## src/rtl/alu_datapath.sv

```systemverilog
// Arithmetic slice of the execution unit: operand-B select, registered add/subtract ALU
// with carry and zero flags, and the register-file write-data select.
module alu_datapath #(
    parameter int DATA_BITS = 8
) (
    input  logic                 clk,
    input  logic                 reset,
    input  logic [DATA_BITS-1:0] i_a,
    input  logic [DATA_BITS-1:0] i_imm,
    input  logic [DATA_BITS-1:0] i_rd1,
    input  logic                 i_b_sel,
    input  logic                 i_subtract,
    input  logic [DATA_BITS-1:0] i_mem_load,
    input  logic [1:0]           i_wd_sel,
    output logic [DATA_BITS-1:0] o_alu_b,
    output logic [DATA_BITS-1:0] o_alu_result,
    output logic                 o_alu_cout,
    output logic                 o_alu_zero,
    output logic [DATA_BITS-1:0] o_wd_out
);

    logic [DATA_BITS-1:0] w_alu_b;
    logic [DATA_BITS-1:0] w_b_eff;
    logic [DATA_BITS:0]   w_sum;
    logic [DATA_BITS-1:0] r_result;
    logic                 r_cout;
    logic                 r_zero;

    assign w_alu_b = i_b_sel ? i_rd1 : i_imm;

    // Subtract is two's complement: invert B and feed subtract in as carry-in,
    // so carry out = 1 means no borrow.
    assign w_b_eff = i_subtract ? ~w_alu_b : w_alu_b;
    assign w_sum   = {1'b0, i_a} + {1'b0, w_b_eff} + {{DATA_BITS{1'b0}}, i_subtract};

    always_ff @(posedge clk) begin
        if (reset) begin
            r_result <= '0;
            r_cout   <= 1'b0;
            r_zero   <= 1'b1;
        end else begin
            r_result <= w_sum[DATA_BITS-1:0];
            r_cout   <= w_sum[DATA_BITS];
            r_zero   <= (w_sum[DATA_BITS-1:0] == '0);
        end
    end

    always_comb begin
        o_wd_out = r_result;
        case (i_wd_sel)
            2'd0: o_wd_out = r_result;
            2'd1: o_wd_out = i_imm;
            2'd2: o_wd_out = i_mem_load;
            2'd3: o_wd_out = i_a;
        endcase
    end

    assign o_alu_b      = w_alu_b;
    assign o_alu_result = r_result;
    assign o_alu_cout   = r_cout;
    assign o_alu_zero   = r_zero;

endmodule

```

## config.mk

```make
export PLATFORM = sky130hd
export DESIGN_NAME = alu_datapath
export DESIGN_NICKNAME = d
export VERILOG_FILES = /design/src/rtl/alu_datapath.sv
export SDC_FILE = /design/constraint.sdc
export NUM_CORES = 1
export LEC_CHECK = 0
export BUFFER_PORTS_ARGS = -buffer_cell sky130_fd_sc_hd__buf_2
export CAP_MARGIN = 20
export CORE_UTILIZATION = 44
export DETAILED_ROUTE_END_ITERATION = 8
export PLACE_DENSITY = 0.85
export SYNTH_ARGS = -nofsm -noshare
export SYNTH_HDL_FRONTEND = slang
export SYNTH_SLANG_ARGS = --single-unit
export TNS_END_PERCENT = 5
```

## constraint.sdc

```tcl
create_clock -name clk -period 3.5 [get_ports clk]
set_clock_uncertainty 0.15 [all_clocks]
set_input_delay 0.7 -clock clk [delete_from_list [all_inputs] [get_ports clk]]
set_output_delay 0.7 -clock clk [all_outputs]
set_load 0.02 [all_outputs]
```

==> results of run 1 <==
-- cell families (layout without fill, tap and decap cells) --
family	after synthesis	in the layout	synth area share, %
xor gates and xnor gates	11	11	8.75
muxes	19	19	28.5
AOI/OAI and AO/OA	22	22	14.7
and+or+nand+nor	28	28	14.1
DFF	10	10	18.2
adders and majority gates	8	8	9.77
buffers and inverters	15	75	6.02
-- worst max path at each step --
stage                  to
3_5_place_dp   o_alu_zero
5_1_grt        o_alu_zero
2_1_floorplan  o_alu_zero
4_1_cts        o_alu_zero
3_3_place_gp   o_alu_zero
6_report       o_alu_zero
-- metal layers --
metal | GRT usage, % | wire [µm] | up-vias
met5 | 0 | 0 | -
met4 | 10.4 | 36 | 0
met3 | 1.46 | 182 | 7
met2 | 47.2 | 1810 | 45
met1 | 29.2 | 1280 | 557
li1 | - | - | 540
-- sequential cells by signal, summed over array words and instances (netlist names) --
| register | cells |
|---|---|
| o_alu_cout | 1 |
| o_alu_zero | 1 |
| o_alu_result | 8 |
-- worst max-delay path, delay by kind of cell --
family / cells / cell delay [ns]
adders and majority gates: 1 / 0.43
muxes: 1 / 0.34
and+or+nand+nor: 2 / 0.27
AOI/OAI and AO/OA: 3 / 0.79
buffers and inverters: 2 / 0.35
xor gates and xnor gates: 1 / 0.19
-- power by group through the flow --
stage	Clock (mW)	Sequential, mW	Combinational [mW]
after floorplan	0	0.169	0.210
final	0.0813	0.143	0.335
after detailed placement	0	0.146	0.328
after global placement	0	0.144	0.317
after CTS	0.0823	0.143	0.331
after global routing	0.0883	0.144	0.361
-- layout make-up --
type,count,share of cell area [%]
inverter,9,2.34
multi-input combinational,88,57.9
clock buffer,3,1.56
tap,28,2.43
timing repair buffer,63,21.9
sequential,10,13.9
-- placed cells by master (no fill, tap or decap), drive strengths merged, types with 5 or more instances in the layout --
cell and n:
buf 63, mux2 6, inv 9, a21oi 8, mux2i 5, mux4 8
nor2 9, ha 7, dfxtp 10, xor2 8
-- through the flow --
step / setup WS (ns) / total power [mW] / hold slack [ns] / std cells
2_1_floorplan: 0.421 / 0.379 / 0.705 / 113
3_3_place_gp: 0.278 / 0.460 / 0.839 / 198
3_5_place_dp: 0.194 / 0.474 / 0.836 / 198
4_1_cts: 0.462 / 0.556 / 0.554 / 201
5_1_grt: 0.272 / 0.593 / 0.571 / 201
6_report: 0.429 / 0.559 / 0.557 / 201
==> flow_summary_export.csv, run 1 <==
group,metric,value,unit
hold_path,min_to,"o_alu_result[1]",
sta,period_needed,3.07,ns
cts,post_cts_buffers,0,
hold_path,hp-start,"reset",
cts,ctsHoldBuffers,0,
cts,cts.clk_slew.worst_paths,0.07,ns
place,dp_hpwl,2680,µm
grt,antenna_found_initial,0,
die,die_area,2710,µm²
sta,drv_slew,0,
sta,tightest_slew,0.509,ns
pwr,switching_share,43.4,%
logic_synthesis,async_reset_ff_share,0,%
sta,rsz0062_at_grt,"no",
cells_and_area,seq_area,200,µm²
setup_path,critical_path_required,3.50,ns
sta,slew_headroom,65.6,%
setup_path,path_class,"in -> reg",
detailed_routing,wl_per_cell,16.5,µm
logic_synthesis,yosys-top-cells-area,"dfxtp_1, mux4_2, ha_1",
flow_run,cap_viol_max_count,0,
cells_and_area,area_delta_synth_final,30.9,%
sta,fin_crit_sh,87.7,%
detailed_routing,drcViolationCount,0,
sta,max_freq,326,MHz
die,initial_core_util,48.4,%
grt,grt_max_degree,10,
grt,grt_first_pass_wirelength,5010,µm
logic_synthesis,synth_most_common_cell,"dfxtp_1",
logic_synthesis,ys_types,39,
cells_and_area,final_layout_size_suffix_gt1_share,50.3,%
die,die_h,52.0,µm
detailed_routing,vias_per_cell,5.72,
logic_synthesis,netlist_area,1100,µm²
setup_path,slowest_delay,0.50,ns
cells_and_area,final_util,63.3,%
setup_path,critPathCaptureType,"flop",
pwr,vdd_ir_drop_max,0.225,mV
setup_path,crit_path_start_kind,"input pin",
grt,grt_use_total,25.2,%
cts,clock-root-buffer,"clkbuf_4",
logic_synthesis,synth_nets,159,
detailed_routing,wl,3310,µm
hold_path,hold_class,"in -> reg",
setup_path,critical_path.startpoint,"i_b_sel",
logic_synthesis,synth-edff-count,0,
die,pin_count,64,
cts,clock_sinks,10,
logic_synthesis,yosys.area.top_type,"dfxtp_1",
logic_synthesis,ys.flop_type,"dfxtp_1",
detailed_routing,antenna_left,0,
setup_path,path_cells,"buf_2 > mux2i_1 > xnor2_1 > inv_1 > fa_1 > nand2b_1 > a21oi_1 > nor4_1 > o311ai_0 > o41ai_2",
pwr,p_switching,0.242,mW
die,rows,17,
detailed_routing,dr.pass1.iters,4,
cts,cts.path.max_buffers,2,
logic_synthesis,synth_area_per_cell,9.74,µm²
grt,grt_pass1_vias,1111,
logic_synthesis,synthTopCellsByCount,"dfxtp_1, inv_1, nor2_1",
pwr,leakagePower,0.727,nW
detailed_routing,vias,1149,
pwr,clockPowerShare,14.5,%
cts,numCtsBuffers,3,
logic_synthesis,ys_seq_area_share,18.2,%
die,chipWidth,52.0,µm
cells_and_area,antenna_cells,0,
logic_synthesis,ys_seq_elements,10,
place,place_area,1420,µm²
sta,fin_tns_setup,0,ns
sta,setup_viol,0,
grt,grt-ovfl-total,0,
cts,cts_resized,0,
hold_path,hold_depth,2,
pwr,p_int,0.317,mW
cells_and_area,multiInputGateArea,835,µm²
setup_path,path_max_fanout,8,
sta,hold_viol,0,
logic_synthesis,syn-instance-count,113,
setup_path,cp_data_arrival_time,3.07,ns
die,core_area,2280,µm²
pwr,power_density,388,nW/µm²
cts,tritoncts,"done",
cells_and_area,fin_nets,221,
cells_and_area,final.fill_count,185,
detailed_routing,drt_iter0_markers,30,
logic_synthesis,synth_top_area_share,18.2,%
setup_path,crit_slowest_cell,"o311ai_0",
place,finalWeightedCongestion,0.820,
cells_and_area,postLayoutCellArea,1440,µm²
status,status,"finished, final reports clean",
pwr,comb_power_share,59.9,%
cts,htree_levels,1,
place,portBuffers,63,
logic_synthesis,ys_warn_count,0,
pwr,seqPwrFrac,25.6,%
Note: power is estimated with default switching activity, not from simulation.
==> run 2: changes to the inputs <==
- PLACE_DENSITY: 0.85 -> not set
- PLACE_DENSITY_LB_ADDON: not set -> 0.3
==> run 2 against run 1 <==
Worst setup slack better by 0.061 ns. Flip-flop and latch count stayed put. Final area increased by 0.96%. Worst hold slack improved by 0.013 ns. Count of clock-buffer cells in the layout increased by 1. Utilization rose by 0.60 points. Largest cell class unchanged. Largest power group unchanged. Highest routed layer unchanged. Die area is the same.
==> flow_summary_export.csv, run 2 (synthesis results as in run 1) <==
group,metric,value,unit
setup_path,crit_path_start_kind,"input pin",
pwr,comb_power_share,56.2,%
grt,grt_use_total,24.5,%
cells_and_area,antenna_cells,0,
status,status,"finished, final reports clean",
setup_path,critical_path.startpoint,"i_b_sel",
place,place_area,1420,µm²
cts,clock-root-buffer,"clkbuf_4",
detailed_routing,drcViolationCount,0,
die,pin_count,64,
die,chipWidth,52.0,µm
pwr,leakagePower,0.734,nW
cts,ctsHoldBuffers,0,
setup_path,path_max_fanout,9,
cells_and_area,largest_reg_flops,8,
sta,setup_viol,0,
setup_path,critPathCaptureType,"flop",
sta,period_needed,3.01,ns
setup_path,crit_cells,9,
setup_path,slowest_delay,0.53,ns
detailed_routing,wl,2970,µm
setup_path,cp_data_arrival_time,3.02,ns
sta,slew_headroom,63.0,%
cts,numCtsBuffers,3,
cts,tritoncts,"done",
pwr,p_int,0.339,mW
pwr,p_switching,0.240,mW
die,rows,17,
sta,fin_crit_sh,86.0,%
cts,post_cts_buffers,0,
cts,cts.clk_slew.worst_paths,0.08,ns
cts,cts_resized,0,
die,initial_core_util,48.4,%
cells_and_area,final_layout_size_suffix_gt1_share,50.6,%
grt,grt_max_degree,10,
cells_and_area,multiInputGateArea,835,µm²
detailed_routing,dr.pass1.iters,4,
hold_path,hold_class,"in -> reg",
sta,fin_ws,0.490,ns
detailed_routing,drt_iter0_markers,17,
detailed_routing,vias,1097,
cts,htree_levels,1,
setup_path,crit_end,"o_alu_zero",
die,core_area,2280,µm²
sta,rsz0062_at_grt,"no",
place,portBuffers,63,
place,dp_hpwl,2480,µm
cells_and_area,area_delta_synth_final,32.2,%
sta,tightest_slew,0.547,ns
cells_and_area,seq_area,200,µm²
die,die_area,2710,µm²
detailed_routing,wl_per_cell,14.7,µm
cells_and_area,layout_common_cells,"buf_2, dfxtp_1, inv_1, nor2_1",
pwr,vdd_ir_drop_max,0.228,mV
setup_path,critical_path_required,3.51,ns
pwr,switching_share,41.5,%
sta,whs,0.570,ns
cts,cts.path.max_buffers,2,
grt,grt_pass1_vias,1070,
cells_and_area,final.fill_count,203,
detailed_routing,antenna_left,0,
cells_and_area,postLayoutCellArea,1460,µm²
setup_path,cp_top_family,"compound AO/OA/AOI/OAI gates",
pwr,seqPwrFrac,24.6,%
flow_run,cap_viol_max_count,0,
sta,max_freq,332,MHz
setup_path,path_cells,"buf_2 > mux2_2 > xor2_1 > ha_1 > o21ai_0 > a21oi_1 > o31a_1 > o311ai_0 > o41ai_2",
grt,antenna_found_initial,0,
pwr,power_density,398,nW/µm²
setup_path,crit_slowest_cell,"o311ai_0",
cts,clock_sinks,10,
pwr,clockPowerShare,19.2,%
cells_and_area,mostFrequentLayoutCell,"buf_2",
grt,grt-ovfl-total,0,
setup_path,path_class,"in -> reg",
sta,fin_tns_setup,0,ns
die,die_h,52.0,µm
cells_and_area,fin_nets,221,
grt,grt_first_pass_wirelength,4740,µm
place,place_ws,0.200,ns
sta,hold_viol,0,
place,finalWeightedCongestion,0.826,
sta,drv_slew,0,
setup_path,cp_num_buf_inv,1,
detailed_routing,vias_per_cell,5.43,
==> run 2: cell count changes in the layout (fill, tap and decap cells not counted) <==
cell and delta:
clkbuf_8 +1
==> run 2: stage by stage <==
step	instances	total power, mW	util (%)
CTS	202	0.580	63.9
finish	202	0.580	63.9
detailed placement	198	0.470	62.3
global route	202	0.622	63.9
global placement	198	0.460	62.3
floorplan	113	0.379	-
==> run 2: metal layers <==
layer / global-route usage (%) / part of all wire, %
met5: 0 / 0
met4: 8.11 / 0.91
met3: 4.39 / 4.9
met2: 43.4 / 50
met1: 29.4 / 44
==> run 2: area by class of cell <==
cell class,instances,share of cell area (%)
Timing Repair Buffer,63,21.7
Clock buffer,4,2.49
Tap cell,28,2.41
Multi-Input combinational cell,88,57.4
Inverter,9,2.32
Sequential cell,10,13.8
==> run 2: power by group through the flow <==
stage	sequential, mW	clock, mW	combinational (mW)
floorplan	0.169	0	0.210
global placement	0.144	0	0.316
detailed placement	0.145	0	0.325
CTS	0.143	0.111	0.326
global route	0.144	0.122	0.356
finish	0.142	0.112	0.326
==> run 2: worst min-delay path by stage <==
stage,from,to,depth (start not counted)
global route,reset,o_alu_result[1],2
floorplan,i_a[0],o_alu_result[0],2
global placement,reset,o_alu_result[1],2
detailed placement,reset,o_alu_result[1],2
CTS,reset,o_alu_result[1],2
finish,reset,o_alu_result[1],2
==> run 3: changes to the inputs <==
- BUFFER_PORTS_ARGS: -buffer_cell sky130_fd_sc_hd__buf_2 -> -buffer_cell sky130_fd_sc_hd__buf_4
==> run 3 against run 2 <==
Flip-flop and latch count stayed put. Via count is 5.5% higher. Sequential share of layout area decreased by 1.3 points. Sequential power about the same. Critical endpoint unchanged. Clock power is essentially flat. First-iteration DRC count increased by 76%. Combinational power grew 12%. Worst hold slack got worse by 0.044 ns. Final area up 11%. Total power up 6.7%.
==> flow_summary_export.csv, run 3 (synthesis results as in run 1) <==
group,metric,value,unit
cts,numCtsBuffers,3,
cts,cts.clk_slew.worst_paths,0.08,ns
cells_and_area,final.fill_count,178,
detailed_routing,wl_per_cell,15.6,µm
hold_path,hold_depth,2,
place,place_area,1580,µm²
die,initial_core_util,48.4,%
place,portBuffers,63,
sta,hold_viol,0,
sta,fin_crit_sh,84.7,%
pwr,vdd_ir_drop_max,0.270,mV
place,dpl.cell_count,198,
sta,tightest_slew,0.588,ns
setup_path,slowest_delay,0.57,ns
setup_path,cp_num_buf_inv,1,
cts,cts_resized,0,
cells_and_area,mostFrequentLayoutCell,"buf_4",
setup_path,crit_slowest_cell,"o311ai_0",
sta,rsz0062_at_grt,"no",
die,pin_count,64,
grt,antenna_found_initial,0,
die,die_area,2710,µm²
cts,htree_levels,1,
sta,period_needed,2.97,ns
setup_path,crit_path_start_kind,"input pin",
detailed_routing,drt_iter0_markers,30,
detailed_routing,antenna_left,0,
die,die_h,52.0,µm
die,chipWidth,52.0,µm
setup_path,path_class,"in -> reg",
cells_and_area,layout_common_cells,"buf_4, dfxtp_1, inv_1, nor2_1",
setup_path,cp_top_family,"compound AO/OA/AOI/OAI gates",
grt,grt_max_degree,10,
grt,grt-ovfl-total,0,
cts,post_cts_buffers,0,
place,finalWeightedCongestion,0.787,
detailed_routing,drcViolationCount,0,
setup_path,crit_cells,9,
cts,tritoncts,"done",
detailed_routing,vias_per_cell,5.73,
cts,clock_sinks,10,
cells_and_area,multiInputGateArea,835,µm²
sta,setup_viol,0,
grt,grt_pass1_vias,1116,
cts,ctsHoldBuffers,0,
sta,fin_tns_setup,0,ns
cells_and_area,largest_reg_flops,8,
hold_path,hold_class,"in -> reg",
cells_and_area,seq_area,200,µm²
detailed_routing,dr.pass1.iters,4,
detailed_routing,vias,1157,
cts,clock-root-buffer,"clkbuf_4",
sta,max_freq,337,MHz
die,core_area,2280,µm²
sta,drv_slew,0,
pwr,power_density,383,nW/µm²
cells_and_area,area_delta_synth_final,46.5,%
cells_and_area,fin_nets,221,
flow_run,cap_viol_max_count,0,
cts,cts.path.max_buffers,2,
pwr,leakagePower,0.783,nW
status,status,"finished, final reports clean",
setup_path,path_cells,"buf_4 > mux2_2 > xor2_1 > ha_1 > o21ai_0 > a21oi_1 > o31a_1 > o311ai_0 > o41ai_2",
cells_and_area,antenna_cells,0,
setup_path,path_max_fanout,9,
cells_and_area,final_layout_size_suffix_gt1_share,50.6,%
pwr,power,0.618,mW
setup_path,critical_path_required,3.50,ns
setup_path,cp_data_arrival_time,2.97,ns
sta,slew_headroom,60.3,%
die,rows,17,
detailed_routing,wl,3150,µm
grt,grt_first_pass_wirelength,4810,µm
setup_path,critPathCaptureType,"flop",
cells_and_area,postLayoutCellArea,1610,µm²
grt,grt_use_total,24.5,%
place,dp_hpwl,2540,µm
cells_and_area,layoutNonFillerInstCount,202,
## run 3: cell type report
class,count,area share (%)
multi-input combinational,88,51.7
timing repair buffer,63,29.3
sequential,10,12.4
clock buffer,4,2.25
inverter,9,2.09
tap,28,2.17
## run 3: per-layer routing
metal / wire, µm / global-route usage (%) / vias up / part of all wire [%]
met5: 0 / 0 / - / 0
met4: 65 / 7.66 / 0 / 2.1
met3: 198 / 4.09 / 8 / 6.3
li1: - / - / 544 / -
met2: 1660 / 47.4 / 47 / 53
met1: 1220 / 26.3 / 558 / 39
## run 3: final timing paths
| kind | startpoint | to | slack, ns |
|---|---|---|---|
| setup / recovery | i_b_sel | o_alu_zero | 0.53 |
| hold / removal | reset | o_alu_result[3] | 0.53 |
## run 3: power breakdown
group	internal (mW)	switching, mW
sequential	0.134	0.0111
clock	0.0631	0.0465
combinational	0.175	0.188
## run 3: stage by stage
step | hold slack, ns | worst slack [ns] | util (%)
3_3_place_gp | 0.791 | 0.371 | 69.3
2_1_floorplan | 0.705 | 0.421 | -
4_1_cts | 0.514 | 0.540 | 70.9
6_report | 0.526 | 0.534 | 70.9
3_5_place_dp | 0.800 | 0.297 | 69.3
5_1_grt | 0.519 | 0.443 | 70.9
